[config.mk]
export PLATFORM = sky130hd
export DESIGN_NAME = pipe_hazard_ctrl_flat
export DESIGN_NICKNAME = d
export VERILOG_FILES = /design/src/rtl/pipe_hazard_ctrl_pkg.sv /design/src/rtl/pipe_hazard_ctrl_if.sv /design/src/rtl/pipe_hazard_ctrl.sv /design/src/flat_wrapper.sv
export SDC_FILE = /design/constraint.sdc
export NUM_CORES = 1
export LEC_CHECK = 0
export CORE_MARGIN = 2
export CORE_UTILIZATION = 40
export CTS_CLUSTER_SIZE = 12
export DETAILED_ROUTE_END_ITERATION = 8
export GPL_ROUTABILITY_DRIVEN = 0
export PLACE_DENSITY = 0.68
export REMOVE_ABC_BUFFERS = 1
export SLEW_MARGIN = 20
export SYNTH_ARGS = -nofsm -noshare
export SYNTH_HDL_FRONTEND = slang
export SYNTH_SLANG_ARGS = --single-unit
[constraint.sdc]
create_clock -name clk -period 7.19 [get_ports clk]
set_clock_uncertainty 0.15 [all_clocks]
set_input_delay 0.719 -clock clk [delete_from_list [all_inputs] [get_ports clk]]
set_output_delay 0.719 -clock clk [all_outputs]
set_load 0.005 [all_outputs]
[src/rtl/pipe_hazard_ctrl_pkg.sv]
// Shared types for the pipeline hazard controller: FSM states, latch control bundle, load-use test.
// Pure declarations; no timing or backpressure of its own.
package pipe_hazard_ctrl_pkg;

    localparam int REG_W = 5;

    typedef enum logic [1:0] {
        RUN    = 2'd0,
        DWAIT  = 2'd1,
        HALTED = 2'd2
    } hazard_state_t;

    typedef struct packed {
        logic pc_wen;
        logic ifid_wen;
        logic ifid_flush;
        logic idex_wen;
        logic idex_flushed;
        logic exmem_wen;
        logic exmem_flush;
        logic memwb_wen;
        logic memwb_flush;
    } latch_ctl_t;

    // r0 is hardwired, so a load targeting it never creates a dependency.
    function automatic logic load_use_hit(
        input logic             memread,
        input logic [REG_W-1:0] rd,
        input logic [REG_W-1:0] rs,
        input logic [REG_W-1:0] rt
    );
        return memread && (rd != '0) && ((rd == rs) || (rd == rt));
    endfunction

endpackage

[src/rtl/pipe_hazard_ctrl_if.sv]
// Hazard inputs and per-latch control outputs between the pipeline datapath and the hazard controller.
// Combinational bundle; the controller side is the slave modport.
interface pipe_hazard_ctrl_if;
    import pipe_hazard_ctrl_pkg::*;

    logic             ihit;
    logic             dhit;
    logic             mem_req_mem;
    logic             halt_mem;
    logic             memread_ex;
    logic [REG_W-1:0] rd_ex;
    logic [REG_W-1:0] rs_id;
    logic [REG_W-1:0] rt_id;
    logic             redirect_ex;
    logic             jump_id;

    logic             pc_wen;
    logic             ifid_wen;
    logic             ifid_flush;
    logic             idex_wen;
    logic             idex_flushed;
    logic             exmem_wen;
    logic             exmem_flush;
    logic             memwb_wen;
    logic             memwb_flush;

    modport master (
        output ihit, dhit, mem_req_mem, halt_mem, memread_ex, rd_ex, rs_id, rt_id,
               redirect_ex, jump_id,
        input  pc_wen, ifid_wen, ifid_flush, idex_wen, idex_flushed,
               exmem_wen, exmem_flush, memwb_wen, memwb_flush
    );

    modport slave (
        input  ihit, dhit, mem_req_mem, halt_mem, memread_ex, rd_ex, rs_id, rt_id,
               redirect_ex, jump_id,
        output pc_wen, ifid_wen, ifid_flush, idex_wen, idex_flushed,
               exmem_wen, exmem_flush, memwb_wen, memwb_flush
    );
endinterface

[src/rtl/pipe_hazard_ctrl.sv]
// Five-stage pipeline hazard controller: fixed-priority latch wen/flush generation, RUN/DWAIT/HALTED FSM, saturating counters.
// Controls are combinational (same-cycle latch edge); state/halt/counters update on posedge clk; a data miss freezes every latch.
module pipe_hazard_ctrl
    import pipe_hazard_ctrl_pkg::*;
#(
    parameter int CNT_W = 32
) (
    input  logic              clk,
    input  logic              nRst,
    pipe_hazard_ctrl_if.slave hz,
    output logic              halt,
    output logic [CNT_W-1:0]  stall_cnt,
    output logic [CNT_W-1:0]  flush_cnt
);

    localparam logic [CNT_W-1:0] CNT_ONE = CNT_W'(1);
    localparam logic [CNT_W-1:0] CNT_MAX = '1;

    hazard_state_t    state_q, state_d;
    logic             halt_q, halt_d;
    logic [CNT_W-1:0] stall_cnt_q, stall_cnt_d;
    logic [CNT_W-1:0] flush_cnt_q, flush_cnt_d;

    latch_ctl_t ctl;
    logic       mem_freeze;
    logic       load_use;

    assign mem_freeze = hz.mem_req_mem && !hz.dhit;
    assign load_use   = load_use_hit(hz.memread_ex, hz.rd_ex, hz.rs_id, hz.rt_id);

    always_comb begin
        ctl = '0;
        if (!nRst) begin
            if (state_q == HALTED || mem_freeze) begin
                ctl = '0;
            end else if (hz.redirect_ex) begin
                // Redirect outranks load-use: the dependent instruction in ID is squashed.
                ctl.pc_wen       = 1'b1;
                ctl.ifid_wen     = 1'b1;
                ctl.ifid_flush   = 1'b1;
                ctl.idex_wen     = 1'b1;
                ctl.idex_flushed = 1'b1;
                ctl.exmem_wen    = 1'b1;
                ctl.memwb_wen    = 1'b1;
            end else if (load_use) begin
                ctl.idex_wen     = 1'b1;
                ctl.idex_flushed = 1'b1;
                ctl.exmem_wen    = 1'b1;
                ctl.memwb_wen    = 1'b1;
            end else if (hz.jump_id && hz.ihit) begin
                ctl.pc_wen       = 1'b1;
                ctl.ifid_wen     = 1'b1;
                ctl.ifid_flush   = 1'b1;
                ctl.idex_wen     = 1'b1;
                ctl.exmem_wen    = 1'b1;
                ctl.memwb_wen    = 1'b1;
            end else if (!hz.ihit) begin
                ctl.ifid_wen     = 1'b1;
                ctl.ifid_flush   = 1'b1;
                ctl.idex_wen     = 1'b1;
                ctl.exmem_wen    = 1'b1;
                ctl.memwb_wen    = 1'b1;
            end else begin
                ctl.pc_wen       = 1'b1;
                ctl.ifid_wen     = 1'b1;
                ctl.idex_wen     = 1'b1;
                ctl.exmem_wen    = 1'b1;
                ctl.memwb_wen    = 1'b1;
            end
        end
    end

    always_comb begin
        state_d     = state_q;
        halt_d      = halt_q;
        stall_cnt_d = stall_cnt_q;
        flush_cnt_d = flush_cnt_q;

        if (state_q != HALTED) begin
            // A halt is only taken on a cycle where the pipeline actually advances.
            if (hz.halt_mem && !mem_freeze) begin
                state_d = HALTED;
                halt_d  = 1'b1;
            end else if (state_q == RUN && mem_freeze) begin
                state_d = DWAIT;
            end else if (state_q == DWAIT && hz.dhit) begin
                state_d = RUN;
            end

            if (!ctl.pc_wen && stall_cnt_q != CNT_MAX) begin
                stall_cnt_d = stall_cnt_q + CNT_ONE;
            end
            if (ctl.ifid_flush && flush_cnt_q != CNT_MAX) begin
                flush_cnt_d = flush_cnt_q + CNT_ONE;
            end
        end
    end

    always_ff @(posedge clk or posedge nRst) begin
        if (nRst) begin
            state_q     <= RUN;
            halt_q      <= 1'b0;
            stall_cnt_q <= '0;
            flush_cnt_q <= '0;
        end else begin
            state_q     <= state_d;
            halt_q      <= halt_d;
            stall_cnt_q <= stall_cnt_d;
            flush_cnt_q <= flush_cnt_d;
        end
    end

    assign hz.pc_wen       = ctl.pc_wen;
    assign hz.ifid_wen     = ctl.ifid_wen;
    assign hz.ifid_flush   = ctl.ifid_flush;
    assign hz.idex_wen     = ctl.idex_wen;
    assign hz.idex_flushed = ctl.idex_flushed;
    assign hz.exmem_wen    = ctl.exmem_wen;
    assign hz.exmem_flush  = ctl.exmem_flush;
    assign hz.memwb_wen    = ctl.memwb_wen;
    assign hz.memwb_flush  = ctl.memwb_flush;

    assign halt      = halt_q;
    assign stall_cnt = stall_cnt_q;
    assign flush_cnt = flush_cnt_q;

endmodule

[src/flat_wrapper.sv]
// flat-port wrapper written by rule: the top's interface ports become plain ports
module pipe_hazard_ctrl_flat import pipe_hazard_ctrl_pkg::*;
#(
    parameter int CNT_W = 32
)
  (clk, nRst, halt, stall_cnt, flush_cnt, hz_ihit, hz_dhit, hz_mem_req_mem, hz_halt_mem, hz_memread_ex, hz_rd_ex, hz_rs_id, hz_rt_id, hz_redirect_ex, hz_jump_id, hz_pc_wen, hz_ifid_wen, hz_ifid_flush, hz_idex_wen, hz_idex_flushed, hz_exmem_wen, hz_exmem_flush, hz_memwb_wen, hz_memwb_flush);
  pipe_hazard_ctrl_if hz_i ();
  input  logic clk;
  input  logic nRst;
  output logic halt;
  output logic [CNT_W-1:0] stall_cnt;
  output logic [CNT_W-1:0] flush_cnt;
  input wire logic [$bits(hz_i.ihit)-1:0] hz_ihit;
  input wire logic [$bits(hz_i.dhit)-1:0] hz_dhit;
  input wire logic [$bits(hz_i.mem_req_mem)-1:0] hz_mem_req_mem;
  input wire logic [$bits(hz_i.halt_mem)-1:0] hz_halt_mem;
  input wire logic [$bits(hz_i.memread_ex)-1:0] hz_memread_ex;
  input wire logic [$bits(hz_i.rd_ex)-1:0] hz_rd_ex;
  input wire logic [$bits(hz_i.rs_id)-1:0] hz_rs_id;
  input wire logic [$bits(hz_i.rt_id)-1:0] hz_rt_id;
  input wire logic [$bits(hz_i.redirect_ex)-1:0] hz_redirect_ex;
  input wire logic [$bits(hz_i.jump_id)-1:0] hz_jump_id;
  output wire logic [$bits(hz_i.pc_wen)-1:0] hz_pc_wen;
  output wire logic [$bits(hz_i.ifid_wen)-1:0] hz_ifid_wen;
  output wire logic [$bits(hz_i.ifid_flush)-1:0] hz_ifid_flush;
  output wire logic [$bits(hz_i.idex_wen)-1:0] hz_idex_wen;
  output wire logic [$bits(hz_i.idex_flushed)-1:0] hz_idex_flushed;
  output wire logic [$bits(hz_i.exmem_wen)-1:0] hz_exmem_wen;
  output wire logic [$bits(hz_i.exmem_flush)-1:0] hz_exmem_flush;
  output wire logic [$bits(hz_i.memwb_wen)-1:0] hz_memwb_wen;
  output wire logic [$bits(hz_i.memwb_flush)-1:0] hz_memwb_flush;
  assign hz_i.ihit = hz_ihit;
  assign hz_i.dhit = hz_dhit;
  assign hz_i.mem_req_mem = hz_mem_req_mem;
  assign hz_i.halt_mem = hz_halt_mem;
  assign hz_i.memread_ex = hz_memread_ex;
  assign hz_i.rd_ex = hz_rd_ex;
  assign hz_i.rs_id = hz_rs_id;
  assign hz_i.rt_id = hz_rt_id;
  assign hz_i.redirect_ex = hz_redirect_ex;
  assign hz_i.jump_id = hz_jump_id;
  assign hz_pc_wen = hz_i.pc_wen;
  assign hz_ifid_wen = hz_i.ifid_wen;
  assign hz_ifid_flush = hz_i.ifid_flush;
  assign hz_idex_wen = hz_i.idex_wen;
  assign hz_idex_flushed = hz_i.idex_flushed;
  assign hz_exmem_wen = hz_i.exmem_wen;
  assign hz_exmem_flush = hz_i.exmem_flush;
  assign hz_memwb_wen = hz_i.memwb_wen;
  assign hz_memwb_flush = hz_i.memwb_flush;
  pipe_hazard_ctrl #(.CNT_W(CNT_W)) u_core (.clk(clk), .nRst(nRst), .hz(hz_i), .halt(halt), .stall_cnt(stall_cnt), .flush_cnt(flush_cnt));
endmodule
# --- Yosys cells after proc, flatten, opt, wreduce, memory -nomap -nowiden ---
# Cells that the tools add are included.
word_totals:
  word_cells: 47
  output_inout_bits: 74
  ff_bits: 67
  input_bits: 24
classes:
  reduce_logical: 21
  mux: 13
  n_addsub: 2
  eq_ne: 7
op_table:
  columns: ["operator", "n"]
  rows:
  - ["32-bit by 1-bit adder with 32-bit output (second input constant)", 2]
  - ["32-bit != test (second input constant)", 2]
  - ["6-bit two-way mux", 2]
  - ["5-bit equality test", 2]
  - ["1-bit logical AND", 9]
  - ["9-bit two-way mux", 1]
  - ["2-bit AND reduction", 4]
  - ["2-bit two-way mux", 3]
  - ["1-bit two-way mux", 5]
  - ["5-bit nonzero test", 1]
  - ["4-bit two-way mux", 1]
  - ["1-bit logical NOT", 3]
  - ["3-bit two-way mux", 1]
  - ["3-bit nonzero test", 1]
  - ["2-bit by 1-bit equality test with 1-bit output (second input constant)", 1]
  - ["2-bit equality test (second input constant)", 1]
  - ["2-bit logical NOT", 1]
  - ["1-bit logical OR", 2]
  - ["2-bit != test (second input constant)", 1]

# --- Logic depth before layout (Yosys ltp) ---
logic_depth:
  word_depth: 10
  mapped_depth: 8
  depth_no_buf: 7

# --- Worst setup path after synthesis ---
# OpenSTA, ideal clock, no wires.
synth_path:
  kind: "input to output"
  from: "input port nRst"
  to: "output port hz_ifid_flush"
  t_required_ns: 6.321
  path_slack_ns: 3.173
  arrival_ns: 3.148
  path_stages: 4
  n_path_buf: 1
  path_cell_list: "inv_1 nand4_1 clkbuf_1 nor2_1"
synth_via:
  elab_chain_len: 1
synth_rtl:
  columns: ["element", "line", "rtl"]
  rows:
  - ["from (decl)", "flat_wrapper.sv:9", "input logic nRst;"]
  - ["9-bit two-way mux", "pipe_hazard_ctrl.sv:33", "if (!nRst) begin"]
  - ["to (decl)", "flat_wrapper.sv:25", "output wire logic [$bits(hz_i.ifid_flush)-1:0] hz_ifid_flush;"]
# No other way between the ends.

# --- Worst setup path in the final report ---
layout_path:
  from: "input port nRst"
  to: "output port hz_pc_wen"
layout_via:
  elab_chain_len: 1
layout_rtl:
  columns: ["element", "line", "rtl"]
  rows:
  - ["9-bit two-way mux", "pipe_hazard_ctrl.sv:33", null]
  - ["to (decl)", "flat_wrapper.sv:23", "output wire logic [$bits(hz_i.pc_wen)-1:0] hz_pc_wen;"]
# No other way between the ends.

==> tab_implementation.tex <==
\begin{tabular}{lr}
\hline
Metric & Value \\
\hline
\multicolumn{2}{l}{\textbf{Yosys}} \\
Top\_reg\_cell synth & dfrtp\_1 \\
Asr flop ratio synth & 1.00 \\
\#FFs+latches synth & 67 \\
Count of unique library cells instantiated by Yosys & 41 \\
Seq/Total Area, Yosys & 0.464 \\
Number of flops mapped to enable cells by yosys & 0 \\
Number of warnings issued by yosys & 0 \\
Synthesized area per cell & 9.97 um2 \\
Post-Synthesis Cells & 362 \\
Post-Synthesis Cell Area & 3610 um2 \\
\multicolumn{2}{l}{\textbf{Timing}} \\
Final worst path period share & 0.574 \\
Final Hold Fails & 0 \\
Slew at the pin closest to its max-slew limit & 0.842 ns \\
RSZ-0062 raised after global routing & no \\
Final critical delay including setup and external delays & 4.13 ns \\
Achievable frequency & 0.242 GHz \\
Pins Over Slew Limit & 0 \\
Worst slew margin & 0.439 \\
Final-report setup violation count & 0 \\
Final-layout setup total negative slack & 0 ns \\
\multicolumn{2}{l}{\textbf{Place}} \\
Number of placed instances, taps included & 556 \\
Count of buffers from port buffering & 95 \\
Post-detail-place hpwl & 6310 um \\
\multicolumn{2}{l}{\textbf{CTS}} \\
Hold\_buf cts & 0 \\
Clock tree from TritonCTS & built \\
Clock tree root buffer cell & clkbuf\_8 \\
Sinks on Clock Net & 67 \\
Clock edge transition at the registers on the reported setup and hold paths & 0.07 ns \\
TritonCTS buffer count & 9 \\
Number of H-tree levels & 3 \\
Buffer depth of the longest clock path & 2 \\
Post-cts repair resize count & 0 \\
Number of post-CTS setup repair buffers & 0 \\
Source-to-sink clock delay at the later pin of the worst-skew pair & 0.34 ns \\
\multicolumn{2}{l}{\textbf{Pwr}} \\
Comb pwr share & 0.118 \\
P\_int & 0.622 mW \\
Sequential group share of total power & 0.497 \\
Clock share of power & 0.385 \\
Ratio of total power to cell area & 171 nW/um2 \\
Switching Share & 0.251 \\
Sw Pwr & 0.208 mW \\
Worst voltage drop across the vdd grid & 0.0833 mV \\
Standby leakage power & 2.07 nW \\
\multicolumn{2}{l}{\textbf{Worst setup path}} \\
Top fanout value on the critical path & 68 \\
CP required & 6.32 ns \\
CP Class & in2out \\
Longest individual stage delay on the worst path & 0.65 ns \\
Type of destination of the critical path & output pin \\
Cell breakdown of the critical path & clkdlybuf4s50\_1 -> inv\_2 -> buf\_4 -> nand3\_1 -> nor2\_1 -> o21ai\_2 -> buf\_4 -> inv\_1 -> clkdlybuf4s50\_1 \\
Cell family with most CP delay & buffers and inverters \\
Buffering stage count on the worst path with inverters included & 6 \\
Sort of element at the start of the critical path & input pin \\
Endpoint arrival time on the critical path & 3.26 ns \\
Standard cell with the maximum stage delay on the critical path & buf\_4 \\
\multicolumn{2}{l}{\textbf{Cells and area}} \\
Filler instances & 803 \\
Layout cells sized above 1 & 0.0905 \\
Number of cells in the finished layout apart from fillers & 572 \\
Number of nets in the layout & 485 \\
Synth-to-layout area growth & 34.4\% \\
Count of inserted antenna diode cells & 0 \\
\multicolumn{2}{l}{\textbf{Floorplan}} \\
Height of the chip & 99.0 um \\
Die footprint & 9800 um2 \\
Area of the core & 8720 um2 \\
Effective utilization at floorplan & 0.414 \\
Die Span X & 99.0 um \\
Std cell rows & 34 \\
Ports placed on the boundary & 98 \\
\multicolumn{2}{l}{\textbf{Route}} \\
Met2 wire len & 4020 um \\
Final Routed Wirelength & 8680 um \\
Total length of routed met3 wires & 533 um \\
Initial DRC Count & 144 \\
DRC errors left & 0 \\
Detailed-route wire length per cell & 15.2 um \\
Via count & 3064 \\
Top Metal Used & met4 \\
Routed metal-1 wire length & 3970 um \\
Post-DRT Antenna Nets & 0 \\
Routed via count divided by cell count & 5.36 \\
Number of iterations in the first detailed-routing pass & 4 \\
\multicolumn{2}{l}{\textbf{GRT}} \\
Global-route usage over all layers & 0.182 \\
Global-route wire length before repair & 14500 um \\
Pin count of the biggest net entering global routing & 69 \\
Number of global-route vias before repair & 2946 \\
Global route overflow & 0 \\
Initial antenna violation count & 0 \\
\multicolumn{2}{l}{\textbf{Outcome}} \\
Status & completed \\
\multicolumn{2}{l}{\textbf{Worst hold path}} \\
Hold crit path type & reg2reg \\
\multicolumn{2}{l}{\textbf{Flow run}} \\
Max-capacitance violation count & 0 \\
\hline
\end{tabular}
==> power groups by stage <==
stage,registers (mW),clock network [mW],logic (mW)
6_report,0.413,0.319,0.0978
5_1_grt,0.416,0.346,0.108
4_1_cts,0.413,0.324,0.0993
3_5_place_dp,0.420,0,0.0995
3_3_place_gp,0.419,0,0.0974
2_1_floorplan,0.418,0,0.0395
==> cell usage after synthesis (all sizes together) (3+ instances only) <==
| cell | n | area (um2) |
|---|---|---|
| nand4 | 27 | 175 |
| nor2 | 34 | 128 |
| nand2 | 35 | 131 |
| and2 | 4 | 25.0 |
| xnor2 | 33 | 289 |
| clkbuf | 5 | 18.8 |
| nor3 | 15 | 75.1 |
| inv | 8 | 30.0 |
| nor4 | 14 | 156 |
| nand2b | 5 | 31.3 |
| xor2 | 39 | 342 |
| nand3 | 25 | 125 |
| nor2b | 3 | 18.8 |
| and3 | 13 | 81.3 |
| buf | 7 | 51.3 |
| dfrtp | 67 | 1680 |
| nand4b | 4 | 35.0 |
==> through the flow <==
step | instance area (um2) | hold WS [ns] | utilization | power (mW) | setup slack, ns
after floorplan | 3540 | 0.318 | - | 0.458 | 2.88
after global placement | 4650 | 0.324 | 0.533 | 0.517 | 3.04
after global routing | 4850 | 0.370 | 0.556 | 0.871 | 2.74
after detailed placement | 4650 | 0.315 | 0.533 | 0.520 | 3.01
final | 4850 | 0.336 | 0.556 | 0.830 | 3.06
after CTS | 4850 | 0.337 | 0.556 | 0.837 | 3.00
==> registers in the layout (all words and copies together), names as in the netlist <==
name              flops
u_core.stall_cnt     32
u_core.state_q        2
u_core.flush_cnt     32
u_core.halt           1
==> area by class of cell <==
| cell class | instances | area, um2 | share of cell area |
|---|---|---|---|
| inverters | 8 | 30.0 | 0.00619 |
| multi-input cells | 276 | 1840 | 0.379 |
| repair buffers | 97 | 966 | 0.199 |
| clock inverters | 6 | 65.1 | 0.0134 |
| clock buffers | 10 | 138 | 0.0284 |
| flip-flops and latches | 67 | 1680 | 0.346 |
| well taps | 108 | 135 | 0.0279 |
==> layer usage <==
layer	vias to the layer above	track usage
met5	-	0
met4	0	0.0653
met3	16	0.0355
met2	100	0.279
met1	1495	0.257
li1	1453	-
==> path summary, 6_finish.rpt <==
kind,cells past startpoint,from,endpoint,slack (ns)
max reg2reg,6,u_core.state_q[0],u_core.flush_cnt[31],4.20
max in group asynchronous,3,nRst,u_core.flush_cnt[21],5.50
max,9,nRst,hz_pc_wen,3.06
min,1,u_core.halt,u_core.halt,0.34
min in group asynchronous,3,nRst,u_core.stall_cnt[21],0.83
min reg2reg,1,u_core.halt,u_core.halt,0.34
==> kinds of logic after synthesis <==
| kind of cell | synth area share |
|---|---|
| other | 0.00104 |
| and+or+nand+nor | 0.296 |
| DFF | 0.464 |
| AOI/OAI and AO/OA | 0.0229 |
| muxes | 0.00624 |
| xor gates and xnor gates | 0.175 |
| adders and majority gates | 0.00693 |
| buffers and inverters | 0.0277 |
==> placed cells by master (no fill, tap or decap), types with 2 or more instances in the layout <==
master / Yosys / layout
nor2b_1: 3 / 3
mux2_2: 2 / 2
xnor2_1: 33 / 33
and2_1: 4 / 4
inv_1: 8 / 7
clkbuf_8: 0 / 10
nand4b_1: 4 / 4
conb_1: 1 / 2
clkinv_4: 0 / 2
xor2_1: 39 / 39
nor4_1: 3 / 3
nor2_1: 34 / 34
clkdlybuf4s50_1: 0 / 95
and4_1: 2 / 2
nand4_1: 26 / 26
and3_1: 13 / 13
clkinv_2: 0 / 2
or3b_2: 2 / 2
nand2b_1: 5 / 5
nand2_1: 35 / 35
dfrtp_1: 67 / 67
nand3_1: 25 / 25
nor3_1: 15 / 15
buf_4: 4 / 2
o21ai_2: 1 / 2
nor4_2: 11 / 11
ha_1: 2 / 2
(Power assumes the default switching activity.)
==> patch (same settings) <==
Register the output `flush_cnt` once more, without a reset; this adds one clock of latency there. The other outputs are not delayed to match.
--- a/src/rtl/pipe_hazard_ctrl.sv
+++ b/src/rtl/pipe_hazard_ctrl.sv
@@ -123,5 +123,7 @@
     assign halt      = halt_q;
     assign stall_cnt = stall_cnt_q;
-    assign flush_cnt = flush_cnt_q;
+    always_ff @(posedge clk) begin
+        flush_cnt <= flush_cnt_q;
+    end
 
 endmodule
Function: changed (Yosys sat finds a counterexample within 4 cycles, from zero or initial values and one cycle with nRst high).
==> patch against the unedited design <==
- sequential cell count is 32 higher
- wire length is 7.8% lower
- sequential share of layout area is 9.4 points higher
- total power is 26% higher
- synthesized area is 10% higher
- sequential power is 43% higher
- design area is 8.7% higher
- worst setup slack better by 0.40 ns
- clock power is 19% higher
- global-route usage is 2.8 points lower
==> patch: results (changes against the unedited design) <==
[setup_path]
worstPathArrival_ns = 2.86  ; -0.40 ns
r2r_setup_slack_ns = 4.45  ; +0.25 ns
cpMaxStageDelayCell = or4_4
worstRegToRegCells = 7  ; +1
critPathMaxStageDelay_ns = 0.57  ; -0.08 ns
critPathMaxFanout = 5  ; -93%
path_delay_family = simple AND/OR/NAND/NOR gates

[worst_hold_path]
min_to = u_core.flush_cnt[31]
min_path_cells = 0  ; -1
hp-start = u_core.flush_cnt_q[31]

[detailed_routing]
wl_microns = 8000  ; -7.8%
vias_per_cell = 4.85  ; -9.5%
routedWlPerCell_microns = 13.6  ; -10%
drt_iter0_drc = 93  ; -35%

[finish]
n_fill_cell = 881  ; +9.7%
drive_gt1_share_pct = 7.03  ; -2.0 points
nNetsFinal = 476  ; -1.9%

[clock_network]
clk_pin_slew_ns = 0.10  ; +0.03 ns
clk_path_buf_depth = 2  ; unchanged
cts_setup_buffers = 0  ; unchanged
clkLatencyLatePin_ns = 0.36  ; +0.02 ns

[outcome]
outcome = finished, final reports clean

[logic_synthesis]
synthTopCellsByArea = dfrtp_1, dfxtp_1, xnor2_1
synthTopCellsByCount = dfrtp_1, xnor2_1, dfxtp_1, xor2_1, nand3_1
synthArstFlopShare_pct = 67.7  ; -32 points
synth-seq-area-share_pct = 58.2  ; +12 points
yosysUniqueCellTypes = 35  ; -15%

[power_and_ir_drop]
p_leak_nw = 2.20  ; +6.6%
switching_power_uw = 258  ; +24%
peakVddDrop_v = 0.000122  ; +47%

[placement]
place_inst = 572  ; +2.9%
dp_hpwl_microns = 5760  ; -8.8%

[grt]
track_usage_pct = 15.4  ; -2.8 points
grt_pass1_vias = 2763  ; -6.2%
grt_start_max_net_pins = 68  ; -1.4%
grt_pass1_wl_microns = 13500  ; -7.2%

[timing]
slew_headroom_pct = 34.2  ; -9.7 points

[patch: changes by cell type after synthesis, sizes merged, moves of 5 or more]
| cell | change |
|---|---|
| and4 | +5 |
| dfxtp | +32 |
| nand2 | -9 |
| nand3 | +5 |
| nand4 | -5 |
| nor2 | -9 |
| nor4 | -11 |
| xnor2 | +7 |
| xor2 | -7 |
[patch: metal layers]
layer | routed length [microns] | GRT usage (%) | share of wire [%] | vias to the layer above
met3 | 377 | 4.15 | 4.7 | 11
li1 | - | - | - | 1400
met2 | 3860 | 25.3 | 48 | 75
met1 | 3660 | 19.8 | 46 | 1365
met4 | 106 | 4.92 | 1.3 | 0
met5 | 0 | 0 | 0 | -
[patch: layout make-up]
type	count	area, sq um	area share (%)
flip-flops and latches	99	2320	43.9
clock inverters	7	92.6	1.76
clock buffers	9	124	2.35
inverters	5	18.8	0.356
repair buffers	96	958	18.2
well taps	133	166	3.16
multi-input cells	239	1600	30.3
[patch: how the worst max path moves through the flow]
stage	slack, ns	start	endpoint	cells past startpoint
after floorplan	4.47	hz_mem_req_mem	u_core.flush_cnt_q[19]	6
after CTS	3.46	hz_rd_ex[0]	hz_pc_wen	7
after detailed placement	3.46	hz_rd_ex[0]	hz_pc_wen	7
after global routing	3.40	hz_rd_ex[2]	hz_pc_wen	8
final	3.46	hz_rd_ex[0]	hz_pc_wen	7
after global placement	3.50	hz_rd_ex[0]	hz_pc_wen	7
[patch: stage by stage]
stage	instance area (sq um)	power [mW]	hold WS, ns	setup WS, ns
after floorplan	3930	0.629	0.229	4.47
after global placement	5050	0.680	0.251	3.50
after detailed placement	5050	0.682	0.253	3.46
after CTS	5270	1.06	0.277	3.46
after global routing	5270	1.10	0.296	3.40
final	5270	1.05	0.275	3.46
[patch: worst reg2reg max path: stages, from the launching register on]
cell and delay [ns]:
dfrtp_1 0.39, inv_1 0.11, nor2_1 0.11, nor3_1 0.46
nand2_1 0.22, nor3_2 0.79, and3_1 0.30, xor2_1 0.15
[patch: kinds of logic after synthesis]
family,Yosys count,synth area share [%]
XOR/XNOR,72,15.8
buffers and inverters,14,1.89
adder cells (fa/ha/maj),2,0.628
AO/OA/AOI/OAI,10,2.39
other,1,0.0942
flip-flops,99,58.2
AND/OR/NAND/NOR,153,21.0
[patch: power by group through the flow]
stage | logic, mW | registers, mW | clock network (mW)
global placement | 0.0776 | 0.602 | 0
finish | 0.0778 | 0.591 | 0.379
floorplan | 0.0287 | 0.600 | 0
detailed placement | 0.0788 | 0.603 | 0
CTS | 0.0794 | 0.591 | 0.392
global route | 0.0860 | 0.595 | 0.415
